### config.mk
export PLATFORM = sky130hd
export DESIGN_NAME = cont_tap_multi
export DESIGN_NICKNAME = d
export VERILOG_FILES = /design/src/rtl/cont_tap_multi.sv
export SDC_FILE = /design/constraint.sdc
export NUM_CORES = 1
export LEC_CHECK = 0
export ABC_AREA = 1
export CAP_MARGIN = 40
export CORE_MARGIN = 2
export CORE_UTILIZATION = 30
export CTS_CLUSTER_SIZE = 30
export DETAILED_ROUTE_END_ITERATION = 6
export PLACE_DENSITY = 0.51
export RECOVER_POWER = 100
export REMOVE_ABC_BUFFERS = 1
export SLEW_MARGIN = 20
export SYNTH_ARGS = -nofsm -noshare
export SYNTH_HDL_FRONTEND = slang
export SYNTH_SLANG_ARGS = --single-unit
### constraint.sdc
create_clock -name trig -period 3.9 [get_ports trig]
set_input_delay 0.975 -clock trig [delete_from_list [all_inputs] [get_ports trig]]
set_output_delay 0.975 -clock trig [all_outputs]
set_load 0.02 [all_outputs]
### src/rtl/cont_tap_multi.sv
// cont_tap_multi
//   Multi-channel two-phase (toggle) request generator. Each channel issues
//   bursts of 1..2^BURST_W taps per accepted fire; a tap toggles req[i] and
//   bumps tap_cnt[i]. With MODE=1 every tap after the first waits for the
//   matching ack; with MODE=0 taps free-run one per trig edge and ack is
//   ignored. Protocol errors raise a sticky per-channel err flag.
//
// Ports
//   trig       in   clock, all state moves on the rising edge
//   rst        in   asynchronous active-high reset
//   fire       in   [CH]          per-channel burst start
//   burst_len  in   [CH*BURST_W]  taps per burst minus one, channel i at [i*BURST_W +: BURST_W]
//   ack        in   [CH]          two-phase acknowledge (MODE=1 only)
//   req        out  [CH]          two-phase request, one toggle per tap
//   busy       out  [CH]          channel is inside a burst
//   tap_cnt    out  [CH*CNT_W]    running tap count per channel, wraps
//   err        out  [CH]          sticky protocol error flag
//   dbg_state  out  [2*CH]        per-channel FSM state, channel i at [2*i +: 2]
//
// Handshake: a tap is outstanding while req[i] != ack[i]; the receiver
// completes it by copying req[i] onto ack[i]. The next tap goes out on the
// edge that samples ack[i] == req[i]. In IDLE nothing is outstanding, so an
// ack that differs from req there is a spurious acknowledge.
module cont_tap_multi #(
  parameter int unsigned CH      = 4,
  parameter int unsigned BURST_W = 4,
  parameter int unsigned CNT_W   = 8,
  parameter int unsigned MODE    = 1
) (
  input  logic                  trig,
  input  logic                  rst,
  input  logic [CH-1:0]         fire,
  input  logic [CH*BURST_W-1:0] burst_len,
  input  logic [CH-1:0]         ack,
  output logic [CH-1:0]         req,
  output logic [CH-1:0]         busy,
  output logic [CH*CNT_W-1:0]   tap_cnt,
  output logic [CH-1:0]         err,
  output logic [2*CH-1:0]       dbg_state
);

  typedef enum logic [1:0] {
    IDLE  = 2'd0,
    WAIT  = 2'd1,
    ISSUE = 2'd2
  } state_t;

  state_t             state_q  [CH];
  state_t             state_d  [CH];
  logic [BURST_W-1:0] remain_q [CH];
  logic [BURST_W-1:0] remain_d [CH];
  logic [CNT_W-1:0]   cnt_q    [CH];
  logic [CNT_W-1:0]   cnt_d    [CH];
  logic [CH-1:0]      req_q, req_d;
  logic [CH-1:0]      err_q, err_d;
  logic [CH-1:0]      tap;

  always_comb begin
    state_d  = state_q;
    remain_d = remain_q;
    err_d    = err_q;
    tap      = '0;
    for (int i = 0; i < CH; i++) begin
      case (state_q[i])
        IDLE: begin
          if (fire[i]) begin
            remain_d[i] = burst_len[i*BURST_W +: BURST_W];
            tap[i]      = 1'b1;
            if (MODE != 0) begin
              state_d[i] = WAIT;
            end else if (burst_len[i*BURST_W +: BURST_W] != '0) begin
              state_d[i] = ISSUE;
            end
          end
          if ((MODE != 0) && (ack[i] != req_q[i])) begin
            err_d[i] = 1'b1;
          end
        end
        WAIT: begin
          if (ack[i] == req_q[i]) begin
            if (remain_q[i] == '0) begin
              state_d[i] = IDLE;
            end else begin
              remain_d[i] = remain_q[i] - BURST_W'(1);
              tap[i]      = 1'b1;
            end
          end
          // fire is only accepted in IDLE, including on the returning edge
          if (fire[i]) err_d[i] = 1'b1;
        end
        ISSUE: begin
          tap[i]      = 1'b1;
          remain_d[i] = remain_q[i] - BURST_W'(1);
          if (remain_q[i] == BURST_W'(1)) state_d[i] = IDLE;
          if (fire[i]) err_d[i] = 1'b1;
        end
        default: begin
          state_d[i] = IDLE;
        end
      endcase
      cnt_d[i] = cnt_q[i] + CNT_W'(tap[i]);
    end
    req_d = req_q ^ tap;
  end

  always_ff @(posedge trig or posedge rst) begin
    if (rst) begin
      req_q <= '0;
      err_q <= '0;
      for (int i = 0; i < CH; i++) begin
        state_q[i]  <= IDLE;
        remain_q[i] <= '0;
        cnt_q[i]    <= '0;
      end
    end else begin
      req_q <= req_d;
      err_q <= err_d;
      for (int i = 0; i < CH; i++) begin
        state_q[i]  <= state_d[i];
        remain_q[i] <= remain_d[i];
        cnt_q[i]    <= cnt_d[i];
      end
    end
  end

  assign req = req_q;
  assign err = err_q;

  for (genvar g = 0; g < CH; g++) begin : g_out
    assign busy[g]                   = (state_q[g] != IDLE);
    assign tap_cnt[g*CNT_W +: CNT_W] = cnt_q[g];
    assign dbg_state[2*g +: 2]       = state_q[g];
  end

endmodule

==> results of run 1 <==
## worst reg2reg max path, cell delays in order, from the launching register on
cell and delay, ps:
sky130_fd_sc_hd__dfrtp_1 380, sky130_fd_sc_hd__inv_1 100, sky130_fd_sc_hd__ha_1 190, sky130_fd_sc_hd__nand4_1 140, sky130_fd_sc_hd__nand3_1 220, sky130_fd_sc_hd__clkinvlp_2 280
sky130_fd_sc_hd__ha_1 280, sky130_fd_sc_hd__ha_1 210, sky130_fd_sc_hd__nand3_1 120, sky130_fd_sc_hd__nor2_1 60, sky130_fd_sc_hd__xor2_1 140
## routing by layer
| layer | up-vias | wire length [um] | track usage |
|---|---|---|---|
| li1 | 1222 | - | - |
| met5 | - | 0 | 0 |
| met1 | 1080 | 2880 | 0.158 |
| met3 | 7 | 359 | 0.0401 |
| met4 | 0 | 99 | 0.0579 |
| met2 | 53 | 2780 | 0.192 |
## flip-flops by register name, summed over array words and instances (netlist names)
register / flops
tap_cnt: 32
remain_q: 16
dbg_state: 4
err: 4
req: 4
## per-stage QoR
| step | power (mW) | area (sq um) | utilization | instances | setup slack [ps] |
|---|---|---|---|---|---|
| 2_1_floorplan | 2.33 | 2940 | - | 335 | 1440 |
| 3_3_place_gp | 3.01 | 3850 | 0.394 | 543 | 1110 |
| 3_5_place_dp | 3.03 | 3850 | 0.394 | 543 | 1100 |
| 4_1_cts | 3.54 | 4010 | 0.411 | 559 | 1290 |
| 5_1_grt | 3.70 | 3960 | 0.405 | 559 | 744 |
| 6_report | 3.32 | 3960 | 0.405 | 559 | 1080 |
## synthesized netlist by cell type, drive strengths merged
cell type    n  area, sq um
inv         50          190
ha          12          150
o21ai       21          105
a21oi        4         20.0
nand3       31          198
dfrtp       60         1500
buf         11         90.1
o211ai       1         7.51
nand2      104          390
nor3         2         20.0
xor2        16          140
nor2        10         37.5
conb         1         3.75
nand4        6         50.0
a21boi       4         30.0
xnor2        7         61.3
or2          3         21.3
## how the worst max path moves through the flow
stage               depth (start not counted)    startpoint  slack, ps            to
floorplan                                   1           rst       1440  dbg_state[0]
global placement                           11        ack[1]       1110   tap_cnt[15]
detailed placement                         10        ack[1]       1100   tap_cnt[14]
CTS                                         1  dbg_state[0]       1290       busy[0]
global route                               12        ack[1]        740   tap_cnt[15]
finish                                     12        ack[2]       1080   tap_cnt[23]
## where the power goes
group	switching [mW]	total, mW	leakage (nW)	internal (mW)
Clock	0.228	0.475	0.0844	0.247
Combinational	0.972	1.66	1.17	0.686
Sequential	0.277	1.19	0.709	0.913
## area by class of cell
class	instances	share of cell area
clock buffers	14	0.0386
inverters	50	0.0478
flip-flops and latches	60	0.380
clock inverters	2	0.00253
repair buffers	75	0.188
well taps	133	0.0421
multi-input cells	225	0.302
## cell families after synthesis
kind of cell / after synthesis
simple gates: 156
buf+inv: 61
flops: 60
compound gates: 30
xor+xnor: 23
fa+ha+maj: 12
other cells: 1
==> impl_metrics.xml, run 1 <==
<?xml version="1.0" encoding="UTF-8"?>
<metrics>
  <group name="route">
    <metric name="route.vias.total" unit="">2362</metric>
    <metric name="viasPerCell" unit="">4.23</metric>
    <metric name="route.detailed.wl_per_inst" unit="um">10.9</metric>
    <metric name="detail-route-antenna-nets" unit="">0</metric>
    <metric name="drc_errors" unit="">0</metric>
    <metric name="detail_route.wirelength" unit="mm">6.11</metric>
    <metric name="dr.pass1.iters" unit="">4</metric>
    <metric name="drt-initial-drc-count" unit="">54</metric>
  </group>
  <group name="setup_path">
    <metric name="critical_path.slowest_cell" unit="">sky130_fd_sc_hd__dlygate4sd3_1</metric>
    <metric name="worstReg2RegEnd" unit="">tap_cnt[22]</metric>
    <metric name="critical_path.startpoint_type" unit="">input pin</metric>
    <metric name="delay_heaviest_family_cp" unit="">simple AND/OR/NAND/NOR gates</metric>
    <metric name="critical_path_start_end_classification" unit="">in -&gt; reg</metric>
    <metric name="critPathMostFrequentCell" unit="">sky130_fd_sc_hd__nand3_1</metric>
    <metric name="setup.worst_path.end_class" unit="">register</metric>
    <metric name="r2r_start" unit="">remain_q[4]</metric>
    <metric name="cp_cell_sequence" unit="">dlygate4sd3_1 &gt; inv_1 &gt; nand2_1 &gt; nand3_1 &gt; nand3_1 &gt; clkinvlp_2 &gt; ha_1 &gt; nand3_1 &gt; nor3_1 &gt; nand3_1 &gt; nand2_1 &gt; nand2_1</metric>
    <metric name="crit_buf_inv" unit="">3</metric>
    <metric name="critical-path-max-stage-delay" unit="ps">550</metric>
    <metric name="timing.reg2reg.setup_slack" unit="ps">1670</metric>
    <metric name="reg2regPathDepth" unit="">10</metric>
    <metric name="critPathRequiredTime" unit="ps">4120</metric>
    <metric name="crit_arrival" unit="ps">3040</metric>
    <metric name="worstPathMaxFanout" unit="">6</metric>
  </group>
  <group name="logic_synthesis">
    <metric name="synth.yosys.warnings" unit="">0</metric>
    <metric name="multiplexer_fraction_of_the_synthesized_cell_area" unit="">0</metric>
    <metric name="synth-seq-cells" unit="">60</metric>
    <metric name="post_synthesis_compound_gate_area_fraction" unit="">0.0539</metric>
    <metric name="dominant_combinational_cell_family_by_area_after_synthesis" unit="">simple AND/OR/NAND/NOR gates</metric>
    <metric name="syn-instance-count" unit="">343</metric>
    <metric name="synthDistinctLibCells" unit="">25</metric>
    <metric name="synthXorXnorAreaFrac" unit="">0.0668</metric>
    <metric name="mappedNetlistArea" unit="sq mm">0.00302</metric>
    <metric name="seq_area_frac_synth" unit="">0.498</metric>
    <metric name="simple_gate_portion_of_the_synthesized_area" unit="">0.238</metric>
    <metric name="synth_fa_ha_area_frac" unit="">0.0498</metric>
    <metric name="postSynthAreaPerCell" unit="sq um">8.79</metric>
  </group>
  <group name="sta">
    <metric name="grt_setup_unrepaired" unit="">no</metric>
    <metric name="tightestPinTransition" unit="ps">1150</metric>
    <metric name="max_clock_freq" unit="GHz">0.355</metric>
    <metric name="fin_crit_sh" unit="">0.722</metric>
    <metric name="final-hold-violation-count" unit="">0</metric>
    <metric name="finalCriticalPeriod" unit="ps">2820</metric>
    <metric name="clock_skew" unit="ps">8.68</metric>
    <metric name="finalSetupTns" unit="ps">0</metric>
    <metric name="setup_violations" unit="">0</metric>
    <metric name="maxSlewViolCount" unit="">0</metric>
    <metric name="slew_headroom" unit="">0.232</metric>
    <metric name="finalHoldWorstSlack" unit="ps">469</metric>
  </group>
  <group name="grt">
    <metric name="antenna_found_initial" unit="">0</metric>
    <metric name="number_of_global_route_vias_before_repair" unit="">2308</metric>
    <metric name="maximum_number_of_pins_on_one_net_before_global_route_repair" unit="">31</metric>
    <metric name="gr-total-overflow" unit="">0</metric>
    <metric name="first_pass_grt_wire_length" unit="mm">10.8</metric>
    <metric name="gr-usage-all-layers" unit="">0.124</metric>
  </group>
  <group name="cts">
    <metric name="cts.sinks" unit="">60</metric>
    <metric name="cts.repair.resized" unit="">0</metric>
    <metric name="cts_buffer_depth" unit="">2</metric>
    <metric name="htree_levels" unit="">3</metric>
    <metric name="clk_pin_slew_worst_paths" unit="ps">70</metric>
    <metric name="cts_made_buffers" unit="">9</metric>
    <metric name="clock_tree_from_tritoncts" unit="">yes</metric>
    <metric name="holdBufCountCts" unit="">0</metric>
    <metric name="cts.root.buffer_cell" unit="">sky130_fd_sc_hd__clkbuf_8</metric>
    <metric name="cts.repair_timing.setup_buffer_count" unit="">0</metric>
    <metric name="clk_latency" unit="ps">330</metric>
  </group>
  <group name="placement">
    <metric name="globalplace.congestion" unit="">0.794</metric>
    <metric name="detailedPlacementHpwl" unit="mm">4.54</metric>
    <metric name="numPortBuffers" unit="">73</metric>
  </group>
  <group name="finish">
    <metric name="multiInputGateArea" unit="sq mm">0.00119</metric>
    <metric name="commonest_non_fill_non_tap_cell_in_the_layout" unit="">sky130_fd_sc_hd__nand2_1</metric>
    <metric name="antennaDiodeCount" unit="">0</metric>
    <metric name="final_layout_size_suffix_gt1_frac" unit="">0.0423</metric>
    <metric name="final_net_count" unit="">459</metric>
    <metric name="syn_to_final_growth" unit="%">31.1</metric>
    <metric name="fillerInstances" unit="">1029</metric>
    <metric name="register_area" unit="sq mm">0.00150</metric>
    <metric name="layout.cells.most_common_list" unit="">sky130_fd_sc_hd__nand2_1 (104), sky130_fd_sc_hd__dfrtp_1 (60), sky130_fd_sc_hd__dlygate4sd3_1 (53), sky130_fd_sc_hd__inv_1 (48), sky130_fd_sc_hd__nand3_1 (31)</metric>
  </group>
  <group name="hold_path">
    <metric name="worst_hold_path.num_cells" unit="">2</metric>
    <metric name="worstHoldEndpoint" unit="">err[3]</metric>
    <metric name="worst_hold_path_type" unit="">reg -&gt; reg</metric>
    <metric name="hp-start" unit="">err[3]</metric>
  </group>
  <group name="power_and_ir_drop">
    <metric name="power_per_cell_area" unit="mW/mm^2">840</metric>
    <metric name="cellLeakagePower" unit="nW">1.97</metric>
    <metric name="power.ir.vdd_worst" unit="V">0.000304</metric>
  </group>
  <group name="die">
    <metric name="die_height" unit="um">104</metric>
    <metric name="fp.dieArea" unit="sq mm">0.0109</metric>
    <metric name="die_w" unit="um">104</metric>
    <metric name="pin_count" unit="">78</metric>
    <metric name="placeable_core_region" unit="sq mm">0.00977</metric>
    <metric name="cell_row_count" unit="">36</metric>
    <metric name="starting_density" unit="">0.309</metric>
  </group>
  <group name="run_status">
    <metric name="result_of_the_run" unit="">finished clean</metric>
  </group>
  <group name="flow_run">
    <metric name="drv.max_cap_violation_count" unit="">0</metric>
  </group>
</metrics>
Note: power is estimated with default switching activity, not from simulation.
==> run 2: changes to the inputs <==
--- a/config.mk
+++ b/config.mk
@@ -11,7 +11,7 @@
 export CORE_UTILIZATION = 30
 export CTS_CLUSTER_SIZE = 30
 export DETAILED_ROUTE_END_ITERATION = 6
-export PLACE_DENSITY = 0.51
+export PLACE_DENSITY = 0.53
 export RECOVER_POWER = 100
 export REMOVE_ABC_BUFFERS = 1
 export SLEW_MARGIN = 20
==> constraint.sdc (replaced) <==
create_clock -name trig -period 2.5 [get_ports trig]
set_input_delay 0.625 -clock trig [delete_from_list [all_inputs] [get_ports trig]]
set_output_delay 0.625 -clock trig [all_outputs]
set_load 0.02 [all_outputs]
==> impl_metrics.xml, run 2 (same netlist as run 1, synthesis figures left out) <==
<?xml version="1.0" encoding="UTF-8"?>
<metrics>
  <group name="cts">
    <metric name="cts.repair_timing.setup_buffer_count" unit="">0</metric>
    <metric name="clock_tree_from_tritoncts" unit="">yes</metric>
    <metric name="cts.sinks" unit="">60</metric>
    <metric name="cts_buffer_depth" unit="">2</metric>
    <metric name="cts.repair.resized" unit="">0</metric>
    <metric name="clk_pin_slew_worst_paths" unit="ps">80</metric>
    <metric name="holdBufCountCts" unit="">0</metric>
    <metric name="htree_levels" unit="">3</metric>
    <metric name="cts_made_buffers" unit="">9</metric>
    <metric name="clk_latency" unit="ps">330</metric>
    <metric name="cts.root.buffer_cell" unit="">sky130_fd_sc_hd__clkbuf_8</metric>
  </group>
  <group name="sta">
    <metric name="fin_crit_sh" unit="">0.904</metric>
    <metric name="grt_setup_unrepaired" unit="">no</metric>
    <metric name="finalHoldWorstSlack" unit="ps">470</metric>
    <metric name="tightestPinTransition" unit="ps">915</metric>
    <metric name="finalSetupTns" unit="ps">0</metric>
    <metric name="final-hold-violation-count" unit="">0</metric>
    <metric name="setup_violations" unit="">0</metric>
    <metric name="slew_headroom" unit="">0.389</metric>
    <metric name="clock_skew" unit="ps">6.10</metric>
    <metric name="finalCriticalPeriod" unit="ps">2260</metric>
    <metric name="max_clock_freq" unit="GHz">0.443</metric>
    <metric name="maxSlewViolCount" unit="">0</metric>
  </group>
  <group name="placement">
    <metric name="numPortBuffers" unit="">73</metric>
    <metric name="dpl.cell_count" unit="">544</metric>
    <metric name="detailedPlacementHpwl" unit="mm">4.38</metric>
    <metric name="globalplace.congestion" unit="">0.772</metric>
  </group>
  <group name="grt">
    <metric name="grt_use_met1" unit="">0.150</metric>
    <metric name="antenna_found_initial" unit="">0</metric>
    <metric name="first_pass_grt_wire_length" unit="mm">10.6</metric>
    <metric name="maximum_number_of_pins_on_one_net_before_global_route_repair" unit="">38</metric>
    <metric name="grt_most_used_layer" unit="">met2</metric>
    <metric name="number_of_global_route_vias_before_repair" unit="">2373</metric>
    <metric name="gr-total-overflow" unit="">0</metric>
    <metric name="gr-usage-all-layers" unit="">0.119</metric>
    <metric name="groute.layer.met2.usage" unit="">0.190</metric>
    <metric name="global_route.usage.met3" unit="">0.0457</metric>
  </group>
  <group name="route">
    <metric name="drc_errors" unit="">0</metric>
    <metric name="detail_route.wirelength" unit="mm">5.93</metric>
    <metric name="route.vias.total" unit="">2394</metric>
    <metric name="route.detailed.wl_per_inst" unit="um">10.6</metric>
    <metric name="dr.pass1.iters" unit="">4</metric>
    <metric name="drt-initial-drc-count" unit="">68</metric>
    <metric name="viasPerCell" unit="">4.28</metric>
    <metric name="detail-route-antenna-nets" unit="">0</metric>
  </group>
  <group name="finish">
    <metric name="layout.cells.most_common_list" unit="">sky130_fd_sc_hd__nand2_1 (104), sky130_fd_sc_hd__dfrtp_1 (60), sky130_fd_sc_hd__dlygate4sd3_1 (53), sky130_fd_sc_hd__inv_1 (48), sky130_fd_sc_hd__nand3_1 (28)</metric>
    <metric name="fillerInstances" unit="">983</metric>
    <metric name="stdcell_count" unit="">560</metric>
    <metric name="commonest_non_fill_non_tap_cell_in_the_layout" unit="">sky130_fd_sc_hd__nand2_1</metric>
    <metric name="number_of_flip_flops_under_the_largest_register_name" unit="">32</metric>
    <metric name="syn_to_final_growth" unit="%">34.9</metric>
    <metric name="post_route_utilization" unit="">0.416</metric>
    <metric name="final_net_count" unit="">460</metric>
    <metric name="register_area" unit="sq mm">0.00150</metric>
    <metric name="final_layout_size_suffix_gt1_frac" unit="">0.0632</metric>
    <metric name="antennaDiodeCount" unit="">0</metric>
    <metric name="multiInputGateArea" unit="sq mm">0.00124</metric>
  </group>
  <group name="power_and_ir_drop">
    <metric name="power_per_cell_area" unit="mW/mm^2">1350</metric>
    <metric name="power" unit="mW">5.50</metric>
    <metric name="cellLeakagePower" unit="nW">2.01</metric>
    <metric name="power.ir.vdd_worst" unit="V">0.000629</metric>
  </group>
  <group name="die">
    <metric name="pin_count" unit="">78</metric>
    <metric name="die_height" unit="um">104</metric>
    <metric name="fp.dieArea" unit="sq mm">0.0109</metric>
    <metric name="placeable_core_region" unit="sq mm">0.00977</metric>
    <metric name="die_w" unit="um">104</metric>
    <metric name="starting_density" unit="">0.309</metric>
    <metric name="cell_row_count" unit="">36</metric>
  </group>
  <group name="setup_path">
    <metric name="timing.critical_path.depth" unit="">1</metric>
    <metric name="reg2regPathDepth" unit="">10</metric>
    <metric name="delay_heaviest_family_cp" unit="">buffers and inverters</metric>
    <metric name="critical-path-max-stage-delay" unit="ps">730</metric>
    <metric name="critical_path_start_end_classification" unit="">reg -&gt; out</metric>
    <metric name="cp_cell_sequence" unit="">dlygate4sd3_1</metric>
    <metric name="r2r_start" unit="">remain_q[8]</metric>
    <metric name="crit_buf_inv" unit="">1</metric>
    <metric name="critical_path.slowest_cell" unit="">sky130_fd_sc_hd__dlygate4sd3_1</metric>
    <metric name="setup.worst_path.end_class" unit="">output pin</metric>
    <metric name="crit_start" unit="">dbg_state[0]</metric>
    <metric name="endpoint" unit="">busy[0]</metric>
    <metric name="worstReg2RegEnd" unit="">tap_cnt[14]</metric>
    <metric name="critical_path.startpoint_type" unit="">register</metric>
    <metric name="critPathRequiredTime" unit="ps">1880</metric>
    <metric name="crit_arrival" unit="ps">1630</metric>
    <metric name="worstPathMaxFanout" unit="">13</metric>
    <metric name="timing.reg2reg.setup_slack" unit="ps">590</metric>
  </group>
  <group name="flow_run">
    <metric name="drv.max_cap_violation_count" unit="">0</metric>
  </group>
  <group name="hold_path">
    <metric name="worst_hold_path_type" unit="">reg -&gt; reg</metric>
  </group>
  <group name="run_status">
    <metric name="result_of_the_run" unit="">finished clean</metric>
  </group>
</metrics>
run 2: cell types whose count changed in the layout (fill, tap and decap cells not counted), moves of 2 or more:
| cell | previous run | this run |
|---|---|---|
| sky130_fd_sc_hd__clkbuf_1 | 5 | 2 |
| sky130_fd_sc_hd__clkinvlp_4 | 0 | 3 |
| sky130_fd_sc_hd__nand3_1 | 31 | 28 |
| sky130_fd_sc_hd__nand3_4 | 0 | 3 |
| sky130_fd_sc_hd__bufinv_16 | 0 | 2 |
| sky130_fd_sc_hd__clkinv_2 | 2 | 0 |
| sky130_fd_sc_hd__nor3_1 | 2 | 0 |
| sky130_fd_sc_hd__nor3_2 | 0 | 2 |
run 2: layout make-up:
class	instances	share of cell area
clock inverters	7	0.0246
flip-flops and latches	60	0.369
well taps	133	0.0409
clock buffers	9	0.0304
repair buffers	76	0.183
multi-input cells	225	0.305
inverters	50	0.0467
run 2: worst min-delay path by stage:
stage	start	end	slack [ps]	depth (start not counted)
2_1_floorplan	remain_q[0]	remain_q[0]	470	2
3_3_place_gp	err[3]	err[3]	460	2
3_5_place_dp	err[3]	err[3]	460	2
4_1_cts	tap_cnt[31]	tap_cnt[31]	480	1
5_1_grt	tap_cnt[31]	tap_cnt[31]	490	1
6_report	tap_cnt[31]	tap_cnt[31]	470	1
run 2: report_power, final:
part | switching, mW | internal [mW] | total, mW
sequential | 0.427 | 1.42 | 1.85
clock | 0.417 | 0.566 | 0.982
combinational | 1.56 | 1.11 | 2.67
total | 2.40 | 3.10 | 5.50
run 2: metal layers:
layer,part of all wire,vias up
met5,0,-
met4,0.014,0
met3,0.059,6
met2,0.47,55
met1,0.46,1107
li1,-,1226
run 2: metrics by stage:
step / area (sq um) / worst slack [ps]
finish: 4070 / 241
global placement: 3870 / 139
CTS: 4090 / 259
detailed placement: 3870 / 99.6
global route: 4070 / 125
floorplan: 2940 / 390
==> run 3: changes to the inputs <==
--- a/config.mk
+++ b/config.mk
@@ -11,7 +11,8 @@
 export CORE_UTILIZATION = 30
 export CTS_CLUSTER_SIZE = 30
 export DETAILED_ROUTE_END_ITERATION = 6
-export PLACE_DENSITY = 0.53
+export MAX_ROUTING_LAYER = met4
+export PLACE_DENSITY = 0.63
 export RECOVER_POWER = 100
 export REMOVE_ABC_BUFFERS = 1
 export SLEW_MARGIN = 20
==> impl_metrics.xml, run 3 (same netlist as run 1, synthesis figures left out) <==
<?xml version="1.0" encoding="UTF-8"?>
<metrics>
  <group name="cts">
    <metric name="clock_tree_from_tritoncts" unit="">yes</metric>
    <metric name="cts.root.buffer_cell" unit="">sky130_fd_sc_hd__clkbuf_8</metric>
    <metric name="holdBufCountCts" unit="">0</metric>
    <metric name="cts_buffer_depth" unit="">2</metric>
    <metric name="cts.repair_timing.setup_buffer_count" unit="">0</metric>
    <metric name="clk_latency" unit="ps">330</metric>
    <metric name="clk_pin_slew_worst_paths" unit="ps">60</metric>
    <metric name="cts.sinks" unit="">60</metric>
    <metric name="htree_levels" unit="">3</metric>
    <metric name="cts.repair.resized" unit="">0</metric>
    <metric name="cts_made_buffers" unit="">9</metric>
  </group>
  <group name="setup_path">
    <metric name="critPathRequiredTime" unit="ps">2710</metric>
    <metric name="crit_arrival" unit="ps">2490</metric>
    <metric name="critical_path.startpoint_type" unit="">input pin</metric>
    <metric name="cp_cell_sequence" unit="">dlygate4sd3_1 &gt; inv_1 &gt; nand2_1 &gt; nand3_1 &gt; nand3_1 &gt; inv_1 &gt; ha_1 &gt; nand3_1 &gt; nor3_1 &gt; nand3_1 &gt; nand2_1 &gt; nand2_1</metric>
    <metric name="critical_path_start_end_classification" unit="">in -&gt; reg</metric>
    <metric name="setup.worst_path.end_class" unit="">register</metric>
    <metric name="critPathMostFrequentCell" unit="">sky130_fd_sc_hd__nand3_1</metric>
    <metric name="worstPathMaxFanout" unit="">4</metric>
    <metric name="critical-path-max-stage-delay" unit="ps">550</metric>
    <metric name="critical_path.slowest_cell" unit="">sky130_fd_sc_hd__dlygate4sd3_1</metric>
  </group>
  <group name="finish">
    <metric name="final_net_count" unit="">461</metric>
    <metric name="layout.cells.most_common_list" unit="">sky130_fd_sc_hd__nand2_1 (104), sky130_fd_sc_hd__dfrtp_1 (60), sky130_fd_sc_hd__dlygate4sd3_1 (53), sky130_fd_sc_hd__inv_1 (47), sky130_fd_sc_hd__nand3_1 (28)</metric>
    <metric name="register_area" unit="sq mm">0.00150</metric>
    <metric name="fillerInstances" unit="">974</metric>
    <metric name="commonest_non_fill_non_tap_cell_in_the_layout" unit="">sky130_fd_sc_hd__nand2_1</metric>
    <metric name="antennaDiodeCount" unit="">0</metric>
    <metric name="multiInputGateArea" unit="sq mm">0.00124</metric>
    <metric name="number_of_flip_flops_under_the_largest_register_name" unit="">32</metric>
    <metric name="syn_to_final_growth" unit="%">33.1</metric>
    <metric name="final_layout_size_suffix_gt1_frac" unit="">0.0563</metric>
  </group>
  <group name="route">
    <metric name="drc_errors" unit="">0</metric>
    <metric name="route.detailed.wl_per_inst" unit="um">10.4</metric>
    <metric name="detail_route.wirelength" unit="mm">5.84</metric>
    <metric name="route.vias.total" unit="">2359</metric>
    <metric name="detail-route-antenna-nets" unit="">0</metric>
    <metric name="drt-initial-drc-count" unit="">30</metric>
    <metric name="dr.pass1.iters" unit="">4</metric>
    <metric name="viasPerCell" unit="">4.22</metric>
  </group>
  <group name="grt">
    <metric name="number_of_global_route_vias_before_repair" unit="">2305</metric>
    <metric name="gr-usage-all-layers" unit="">0.119</metric>
    <metric name="antenna_found_initial" unit="">0</metric>
    <metric name="gr-total-overflow" unit="">0</metric>
    <metric name="first_pass_grt_wire_length" unit="mm">10.3</metric>
    <metric name="maximum_number_of_pins_on_one_net_before_global_route_repair" unit="">61</metric>
  </group>
  <group name="sta">
    <metric name="final-hold-violation-count" unit="">0</metric>
    <metric name="grt_setup_unrepaired" unit="">no</metric>
    <metric name="fin_crit_sh" unit="">0.910</metric>
    <metric name="finalSetupTns" unit="ps">0</metric>
    <metric name="slew_headroom" unit="">0.0956</metric>
    <metric name="finalCriticalPeriod" unit="ps">2270</metric>
    <metric name="maxSlewViolCount" unit="">0</metric>
    <metric name="clock_skew" unit="ps">5.68</metric>
    <metric name="setup_violations" unit="">0</metric>
    <metric name="max_clock_freq" unit="GHz">0.440</metric>
    <metric name="worst_slack" unit="ps">226</metric>
    <metric name="tightestPinTransition" unit="ps">1360</metric>
  </group>
  <group name="power_and_ir_drop">
    <metric name="combinationalPowerShare" unit="">0.502</metric>
    <metric name="cellLeakagePower" unit="nW">1.99</metric>
    <metric name="power_per_cell_area" unit="mW/mm^2">1320</metric>
    <metric name="power.ir.vdd_worst" unit="V">0.000490</metric>
    <metric name="power.share.clock" unit="">0.148</metric>
    <metric name="cell_internal_pwr" unit="mW">2.97</metric>
    <metric name="pwr-share-seq" unit="">0.350</metric>
    <metric name="power.net_switching" unit="mW">2.34</metric>
    <metric name="netSwitchingFraction" unit="">0.441</metric>
  </group>
  <group name="placement">
    <metric name="placement.setup.worst_slack" unit="ps">134</metric>
    <metric name="numPortBuffers" unit="">73</metric>
    <metric name="detailedPlacementHpwl" unit="mm">4.21</metric>
    <metric name="globalplace.congestion" unit="">0.860</metric>
  </group>
  <group name="die">
    <metric name="die_height" unit="um">104</metric>
    <metric name="fp.dieArea" unit="sq mm">0.0109</metric>
    <metric name="pin_count" unit="">78</metric>
    <metric name="placeable_core_region" unit="sq mm">0.00977</metric>
    <metric name="cell_row_count" unit="">36</metric>
    <metric name="die_w" unit="um">104</metric>
    <metric name="starting_density" unit="">0.309</metric>
  </group>
  <group name="run_status">
    <metric name="result_of_the_run" unit="">finished clean</metric>
  </group>
  <group name="flow_run">
    <metric name="drv.max_cap_violation_count" unit="">0</metric>
  </group>
  <group name="hold_path">
    <metric name="worst_hold_path_type" unit="">reg -&gt; reg</metric>
  </group>
</metrics>
==> run 3: stage by stage <==
stage               utilization  cell area (sq um)  power [mW]  hold WS [ps]  instances
finish                    0.411               4020        5.31           473        559
CTS                       0.415               4050        5.61           483        559
global route              0.411               4020        5.85           495        559
floorplan                     -               2940        3.63           465        335
global placement          0.397               3880        4.71           461        545
detailed placement        0.397               3880        4.78           461        545
==> run 3: critical path: cells and delay by family <==
kind | cells | cell delay, ps
buffers and inverters | 3 | 740
AND/OR/NAND/NOR | 8 | 920
adder cells (fa/ha/maj) | 1 | 200
==> run 3: worst paths after layout <==
| check | startpoint | end | slack (ps) | cells past startpoint |
|---|---|---|---|---|
| max | ack[1] | tap_cnt[15] | 230 | 12 |
| min | err[3] | err[3] | 470 | 2 |
| max reg2reg | remain_q[8] | tap_cnt[15] | 490 | 11 |
| min reg2reg | err[3] | err[3] | 470 | 2 |
| max in group asynchronous | rst | dbg_state[2] | 480 | 3 |
| min in group asynchronous | rst | tap_cnt[29] | 1210 | 3 |
==> run 3: final cells by class <==
class,instances,share of cell area
Clock buffer,12,0.0411
Inverter,50,0.0474
Multi-Input combinational cell,225,0.308
Timing Repair Buffer,77,0.186
Clock inverter,2,0.00249
Sequential cell,60,0.374
Tap cell,133,0.0414
==> run 3: metal layers <==
| metal | track usage | routed length, um | up-vias |
|---|---|---|---|
| li1 | - | - | 1222 |
| met1 | 0.141 | 2740 | 1066 |
| met2 | 0.187 | 2650 | 63 |
| met3 | 0.0439 | 364 | 8 |
| met4 | 0.0425 | 76 | 0 |
| met5 | - | 0 | - |
==> run 3: power by group through the flow <==
stage	clock network, mW	registers, mW	logic [mW]
3_5_place_dp	0	1.89	2.89
6_report	0.785	1.86	2.67
5_1_grt	0.877	1.94	3.03
2_1_floorplan	0	2.20	1.43
3_3_place_gp	0	1.88	2.83
4_1_cts	0.835	1.88	2.90
